`config.mk`:
```
export PLATFORM = sky130hd
export DESIGN_NAME = load_store_unit
export DESIGN_NICKNAME = d
export VERILOG_FILES = /design/src/rtl/lsu_pkg.sv /design/src/rtl/lsu_align.sv /design/src/rtl/load_store_unit.sv
export SDC_FILE = /design/constraint.sdc
export NUM_CORES = 1
export LEC_CHECK = 0
export ABC_AREA = 1
export BUFFER_PORTS_ARGS = -buffer_cell sky130_fd_sc_hd__buf_2
export CORE_MARGIN = 5
export CORE_UTILIZATION = 28
export CTS_CLUSTER_DIAMETER = 80
export DETAILED_ROUTE_END_ITERATION = 16
export GPL_ROUTABILITY_DRIVEN = 0
export SYNTH_ARGS = -nofsm -noshare
export SYNTH_HDL_FRONTEND = slang
export SYNTH_HIERARCHICAL = 1
export SYNTH_SLANG_ARGS = --single-unit
```
`constraint.sdc`:
```
create_clock -name clk -period 1.6 [get_ports clk]
set_clock_uncertainty 0.05 [all_clocks]
set_input_delay 0.32 -clock clk [delete_from_list [all_inputs] [get_ports clk]]
set_output_delay 0.32 -clock clk [all_outputs]
set_load 0.05 [all_outputs]
```
`src/rtl/lsu_pkg.sv`:
```
// Shared definitions for the load/store unit: width codes, fault causes,
// FSM encoding and the store-lane payload.
package lsu_pkg;

    localparam int unsigned XLEN   = 32;
    localparam int unsigned BSEL_W = 4;

    localparam logic [2:0] F3_B  = 3'b000;
    localparam logic [2:0] F3_H  = 3'b001;
    localparam logic [2:0] F3_W  = 3'b010;
    localparam logic [2:0] F3_BU = 3'b100;
    localparam logic [2:0] F3_HU = 3'b101;

    localparam logic [1:0] CAUSE_NONE     = 2'b00;
    localparam logic [1:0] CAUSE_MISALIGN = 2'b01;
    localparam logic [1:0] CAUSE_WIDTH    = 2'b10;
    localparam logic [1:0] CAUSE_TIMEOUT  = 2'b11;

    typedef enum logic [1:0] {
        ST_IDLE = 2'd0,
        ST_WAIT = 2'd1,
        ST_DONE = 2'd2
    } lsu_state_e;

    typedef struct packed {
        logic [XLEN-1:0]   wdata;
        logic [BSEL_W-1:0] bsel;
    } store_lane_t;

    // Unsigned widths only exist for loads.
    function automatic logic width_legal(input logic [2:0] f3, input logic is_load);
        case (f3)
            F3_B, F3_H, F3_W: return 1'b1;
            F3_BU, F3_HU:     return is_load;
            default:          return 1'b0;
        endcase
    endfunction

    function automatic logic is_misaligned(input logic [2:0] f3, input logic [1:0] offset);
        case (f3[1:0])
            2'b01:   return offset[0];
            2'b10:   return offset != 2'b00;
            default: return 1'b0;
        endcase
    endfunction

endpackage

```
`src/rtl/lsu_align.sv`:
```
// Byte-lane steering: store data replication/byte enables and load
// extraction with sign/zero extension.
module lsu_align
    import lsu_pkg::*;
(
    input  logic [2:0]      st_funct3,
    input  logic [1:0]      st_offset,
    input  logic [XLEN-1:0] st_data,
    output store_lane_t     st_lane_c,
    input  logic [2:0]      ld_funct3,
    input  logic [1:0]      ld_offset,
    input  logic [XLEN-1:0] ld_word,
    output logic [XLEN-1:0] ld_data_c
);

    logic [XLEN-1:0] shifted;

    always_comb begin
        st_lane_c = '0;
        case (st_funct3[1:0])
            2'b00: begin
                st_lane_c.wdata = {4{st_data[7:0]}};
                st_lane_c.bsel  = 4'b0001 << st_offset;
            end
            2'b01: begin
                st_lane_c.wdata = {2{st_data[15:0]}};
                st_lane_c.bsel  = st_offset[1] ? 4'b1100 : 4'b0011;
            end
            default: begin
                st_lane_c.wdata = st_data;
                st_lane_c.bsel  = 4'b1111;
            end
        endcase
    end

    always_comb begin
        shifted   = ld_word >> {ld_offset, 3'b000};
        ld_data_c = shifted;
        case (ld_funct3)
            F3_B:    ld_data_c = {{24{shifted[7]}}, shifted[7:0]};
            F3_BU:   ld_data_c = {24'b0, shifted[7:0]};
            F3_H:    ld_data_c = {{16{shifted[15]}}, shifted[15:0]};
            F3_HU:   ld_data_c = {16'b0, shifted[15:0]};
            default: ld_data_c = shifted;
        endcase
    end

endmodule

```
`src/rtl/load_store_unit.sv`:
```
// MEM-stage load/store unit: validates the access, drives the data memory
// strobes and stalls the pipeline while a load is outstanding.
module load_store_unit
    import lsu_pkg::*;
#(
    parameter int unsigned ADDR_BITS = 10,
    parameter int unsigned TIMEOUT   = 63
) (
    input  logic                 clk,
    input  logic                 reset,
    input  logic                 req_valid,
    input  logic                 req_load,
    input  logic [2:0]           req_funct3,
    input  logic [31:0]          req_addr,
    input  logic [31:0]          req_wdata,
    output logic                 stall,
    output logic                 load_valid,
    output logic [31:0]          load_data,
    output logic                 fault,
    output logic [1:0]           fault_cause,
    output logic [ADDR_BITS-3:0] mem_addr,
    output logic                 mem_ren,
    output logic                 mem_wen,
    output logic [31:0]          mem_wdata,
    output logic [3:0]           mem_bsel,
    input  logic [31:0]          mem_rdata,
    input  logic                 mem_ready
);

    localparam int unsigned CNT_W = (TIMEOUT > 0) ? $clog2(TIMEOUT + 1) : 1;

    lsu_state_e state, state_nxt;
    logic [CNT_W-1:0] cnt, cnt_nxt;
    logic [2:0]       lat_funct3, lat_funct3_nxt;
    logic [1:0]       lat_offset, lat_offset_nxt;
    logic [31:0]      load_data_nxt;
    logic             timed_out, timed_out_nxt;

    store_lane_t      st_lane;
    logic [31:0]      ld_ext;

    lsu_align u_align (
        .st_funct3 (req_funct3),
        .st_offset (req_addr[1:0]),
        .st_data   (req_wdata),
        .st_lane_c (st_lane),
        .ld_funct3 (lat_funct3),
        .ld_offset (lat_offset),
        .ld_word   (mem_rdata),
        .ld_data_c (ld_ext)
    );

    assign mem_addr  = req_addr[ADDR_BITS-1:2];
    assign mem_wdata = st_lane.wdata;

    // Address bits above the memory window are deliberately ignored.
    if (ADDR_BITS < 32) begin : g_addr_hi
        logic unused_addr_hi;
        assign unused_addr_hi = ^req_addr[31:ADDR_BITS];
    end

    always_ff @(posedge clk) begin
        if (reset) begin
            state      <= ST_IDLE;
            cnt        <= '0;
            lat_funct3 <= '0;
            lat_offset <= '0;
            load_data  <= '0;
            timed_out  <= 1'b0;
        end else begin
            state      <= state_nxt;
            cnt        <= cnt_nxt;
            lat_funct3 <= lat_funct3_nxt;
            lat_offset <= lat_offset_nxt;
            load_data  <= load_data_nxt;
            timed_out  <= timed_out_nxt;
        end
    end

    // Outputs are held at zero while reset is asserted.
    always_comb begin
        state_nxt      = state;
        cnt_nxt        = cnt;
        lat_funct3_nxt = lat_funct3;
        lat_offset_nxt = lat_offset;
        load_data_nxt  = load_data;
        timed_out_nxt  = timed_out;
        stall          = 1'b0;
        load_valid     = 1'b0;
        fault          = 1'b0;
        fault_cause    = CAUSE_NONE;
        mem_ren        = 1'b0;
        mem_wen        = 1'b0;
        mem_bsel       = 4'b0000;

        if (!reset) begin
            case (state)
                ST_IDLE: begin
                    if (req_valid) begin
                        if (!width_legal(req_funct3, req_load)) begin
                            fault       = 1'b1;
                            fault_cause = CAUSE_WIDTH;
                        end else if (is_misaligned(req_funct3, req_addr[1:0])) begin
                            fault       = 1'b1;
                            fault_cause = CAUSE_MISALIGN;
                        end else if (!mem_ready) begin
                            stall = 1'b1;
                        end else if (!req_load) begin
                            mem_wen  = 1'b1;
                            mem_bsel = st_lane.bsel;
                        end else begin
                            mem_ren        = 1'b1;
                            stall          = 1'b1;
                            lat_funct3_nxt = req_funct3;
                            lat_offset_nxt = req_addr[1:0];
                            cnt_nxt        = '0;
                            state_nxt      = ST_WAIT;
                        end
                    end
                end
                ST_WAIT: begin
                    stall   = 1'b1;
                    cnt_nxt = CNT_W'(cnt + 1'b1);
                    if (mem_ready) begin
                        load_data_nxt = ld_ext;
                        timed_out_nxt = 1'b0;
                        state_nxt     = ST_DONE;
                    end else if (cnt == CNT_W'(TIMEOUT)) begin
                        load_data_nxt = '0;
                        timed_out_nxt = 1'b1;
                        state_nxt     = ST_DONE;
                    end
                end
                ST_DONE: begin
                    if (timed_out) begin
                        fault       = 1'b1;
                        fault_cause = CAUSE_TIMEOUT;
                    end else begin
                        load_valid = 1'b1;
                    end
                    state_nxt = ST_IDLE;
                end
                default: state_nxt = ST_IDLE;
            endcase
        end
    end

endmodule

```
# == Word level (Yosys, flattened, before mapping) ==
# Index checks and enable logic that the tools add are counted.
# op_classes
n_addsub,1
n_mul,0
div_mod_pow,0
order_cmp,0
n_eq_ne,18
shift,2
muxes,72
bitwise_logic,1
reduce_logical,13
# op_table
op,n
case mux 32 bit (4 select lines),1
case mux 36 bit (2 select lines),1
two-way mux 32 bit,2
two-way mux 1 bit,37
two-way mux 4 bit,8
right shift 32 x 5 -> 32 bit,1
two-way mux 6 bit,5
two-way mux 2 bit,11
AND reduction 6 bit,3
"== test 3 bit, second input constant",4
case mux 6 bit (2 select lines),1
"inequality test 2 bit, second input constant",5
case mux 1 bit (2 select lines),4
case mux 2 bit (2 select lines),2
"adder 6 x 1 -> 6 bit, second input constant",1
"== test 3 x 1 -> 1 bit, second input constant",2
"== test 6 bit, second input constant",1
zero test 3 bit,2
nonzero test 2 bit,3
"== test 2 x 1 -> 1 bit, second input constant",2
"== test 2 bit, second input constant",2
zero test 2 bit,2
"<< shifter 1 x 2 -> 4 bit, first input constant",1
"== test 3 x 2 -> 1 bit, second input constant",1
5 further kinds,5
# word_totals
reg_bits,46
latchBits,0
ramBits,0
mem_bits_ro,0
inputBits,104
word_cells,113
mem_count,0

# == Longest topological paths before layout ==
# depth
word_depth,15
mapped_depth,10
depth_no_buf,10

# == By module ==
# Netlist, hierarchy kept.
# by_module_without_submodules
mod,n_inst,cells_each,area_per_inst_um2,seq_area_each_um2
load_store_unit,1,283,2124.5,920.9
lsu_align,1,261,1229.9,0.0

# == Worst setup path after synthesis ==
# OpenSTA, ideal clock, no wires.
# synth_timing
kind,in2out
from,input reset
to,output load_valid
t_arrival_ns,2.117
t_required_ns,1.230
setup_slack_ns,-0.887
stages,3
cell_sequence,clkbuf_1 -> clkbuf_1 -> nor4_1
# synth_via
elab_chain_cells,1
# synth_rtl
element,line,text
"start, declared",load_store_unit.sv:10,"input logic reset,"
two-way mux 1 bit,load_store_unit.sv:96,if (!reset) begin
"end, declared",load_store_unit.sv:17,"output logic load_valid,"
# No other way between the ends.

# == Final worst setup path ==
# layout_timing
from,register state[1]
to,output mem_bsel[1]
# layout_via
elab_chain_cells,3
# layout_rtl
element,line,text
"start, declared",load_store_unit.sv:32,"lsu_state_e state, state_nxt;"
"start signal, assigned",load_store_unit.sv:71,state <= state_nxt;
zero test 2 bit,load_store_unit.sv:97,case (state)
two-way mux 4 bit,load_store_unit.sv:97,
two-way mux 4 bit,load_store_unit.sv:96,
"end, declared",load_store_unit.sv:25,"output logic [3:0] mem_bsel,"
# No other way between the ends.

==> impl_metrics.toml <==
[worst_setup_path]
cpMaxStageDelayCell = "dfxtp_2"
slowest_delay_ps = 340
arrival_ps = 1470
cp_cell_sequence = "nor2_4, nand2_4, nor3_4, nand3_4, nor2_4, buf_8"
crit_family = "simple AND/OR/NAND/NOR gates"
cp_common_cell = "nor2_4"
cp_max_fo = 5
startpoint_type = "flip-flop"
end_kind = "output pin"
crit_required_ps = 1230
critPathBufInv = 1
worst-setup-path-type = "reg -> out"

[detailed_routing]
antenna_left = 0
drt-initial-drc-count = 249
dr_total_vias = 4026
routed_via_density = 4.74
routedWlPerCell_um = 14.4
drc = 0
wirelength_um = 12300
detail_route.first_pass.iterations = 5

[timing]
rsz0062_at_grt = "yes"
slew_headroom = 0.669
fin_crit_sh = 1.15
fmax_ghz = 0.544
worstMarginPinSlew_ps = 497
finalHoldViolCount = 0
fin_setup_tns_ps = -2110
post-route-min-period_ps = 1840
setup_viol = 18
fin_ws_ps = -239
final_max_slew_viol_count = 0
whs_ps = 304

[clocking]
clk_pin_slew_ps = 60
htree_levels = 2
cts_tree = "built"
clkSinkCount = 46
clock_latency_ps = 280
clockBufferDepth = 2
cts-buffers-inserted = 5
hold_buffers = 0
cts-root-buf = "clkbuf_16"

[yosys]
yosys.cell_types.count = 32
synth-seq-cells = 46
yosysSeqAreaShare = 0.275
synth-xor-area-share = 0
postSynthAreaPerCell_um2 = 6.17
ys_top_cells_by_area = "dfxtp_1, nand2_1, nand3_1, a21oi_1, buf_4"
synth_top_family_by_area = "simple AND/OR/NAND/NOR gates"
ys_warn_count = 6
synthMuxAreaShare = 0
synth_compound_area_frac = 0.140
synthSimpleGateAreaFrac = 0.413
syn-cell-area_um2 = 3350
synth_top_area_share = 0.275
synth_nets = 652
synth_area_leader_cell = "dfxtp_1"
syn_inst = 544
synth_adder_area_share = 0.0149

[run]
drv_cap = 0

[die]
die_w_um = 119
dieArea_um2 = 14300
ioPinCount = 187
initial_core_util = 0.283
num_rows = 40
fp.dieH_um = 119
core_area_um2 = 11900

[finish]
antenna_cells = 0
drive_gt1_frac = 0.416
multi_input_area_um2 = 2330
fin_util = 0.437
nets = 810
regArea_um2 = 930
syn_to_final_growth_pct = 54.6
fillerInstances = 1217

[placement]
port_buffers = 148
hpwlAfterDp_um = 8710

[global_route]
grt_pass1_vias = 3855
grtUsageTotal = 0.161
antenna_found_initial = 1
grt.overflow.total = 0
grt_pass1_wl_um = 19200
grt_max_degree = 46

[run_status]
status = "finished, violations left"
violations = "setup timing"

[power_and_ir_drop]
totalPowerFinal_mw = 3.25
p_per_area_nw_per_um2 = 626
peakVddDrop_mv = 0.424
leakage_nw = 2.47

[min_path]
hold_path_class = "in -> reg"
-- per-layer routing --
layer,GRT usage,part of all wire,up-vias
met5,0,0.0011,-
met4,0.0329,0.015,2
met3,0.0370,0.059,15
met2,0.270,0.49,103
met1,0.210,0.43,1835
li1,-,-,2071
-- synthesized netlist by cell type --
master and number:
o21bai_1 1, nand3_4 2, inv_2 3, nand3_2 1
buf_8 3, a21oi_4 1, nand3b_1 1, o211ai_1 5
nand3_1 87, nand4_1 2, buf_2 11, buf_6 9
nand2_4 2, ha_1 4, inv_1 35, a21oi_2 2
nor4_1 1, nand2_1 184, clkbuf_1 10, inv_4 2
o21ai_1 1, dfxtp_1 46, and2_1 1, o21ai_0 17
nor2_2 2, nor2_1 25, nand2_2 3, buf_4 18
nor2_4 1, or2_2 2, a21oi_1 60, nor3_1 2
-- worst register-to-register path, cell delays in order, from the launching register on --
cell     delay (ps)
dfxtp_2         340
nor2_4          130
buf_4           120
buf_6            90
nand2_4          50
nor2_4          110
buf_4           120
buf_4            90
buf_4            90
buf_4           130
nand3_1         100
a21oi_2         140
-- state kept, by name (all words and copies together), names as in the netlist --
register    flops
cnt             6
timed_out       1
lat_funct3      3
lat_offset      2
load_data      32
state           2
-- cell usage in the layout (no fill, tap or decap), drive strengths merged, types with 4 or more instances in the layout --
master and count:
clkbuf 7, a21oi 63, dfxtp 46, ha 4, nor2 28, nand3 91, nand2 191, o21ai 18
buf 197, o211ai 5, inv 40
-- cell families (layout without fill, tap and decap cells) --
logic type               count (synthesis)  in the layout
buffers and inverters                   91            246
AND/OR/NAND/NOR                        316            319
flip-flops                              46             46
AO/OA/AOI/OAI                           87             87
adder cells (fa/ha/maj)                  4              4
-- final cells by class --
class | count | area share
Timing Repair Buffer | 199 | 0.275
Multi-Input combinational cell | 410 | 0.449
Clock buffer | 5 | 0.0241
Clock inverter | 2 | 0.00193
Sequential cell | 46 | 0.179
Tap cell | 147 | 0.0355
Inverter | 40 | 0.0355
-- report_power, final --
part           switching [mW]  internal (mW)
combinational           0.699          0.393
clock                   0.428          0.565
sequential            0.00847           1.16
total                    1.14           2.11
-- what timing repair did --
item / in CTS / in global routing
buffers inserted: 9 / 4
endpoints found under the setup margin: 67 / 62
cloned: 3 / 1
gates resized for setup: 99 / 40
pin swaps: 22 / 10
endpoints found under the hold margin: 0 / 0
-- final timing paths --
path                  from            end  slack, ps  depth (start not counted)
max reg2reg       state[1]  lat_funct3[2]        -20                         11
min          req_funct3[1]  lat_funct3[1]        300                          3
min reg2reg  load_data[19]  load_data[19]        410                          2
max               state[1]    mem_bsel[1]       -240                          6
-- per-stage QoR --
step                area, um^2  worst slack (ps)  cells
finish                    5190              -239    849
global route              5190              -324    849
CTS                       4990              -226    844
detailed placement        4410              -440    825
global placement          4410              -394    825
floorplan                 3550              -121    544
Power figures use the tool's default switching activity.
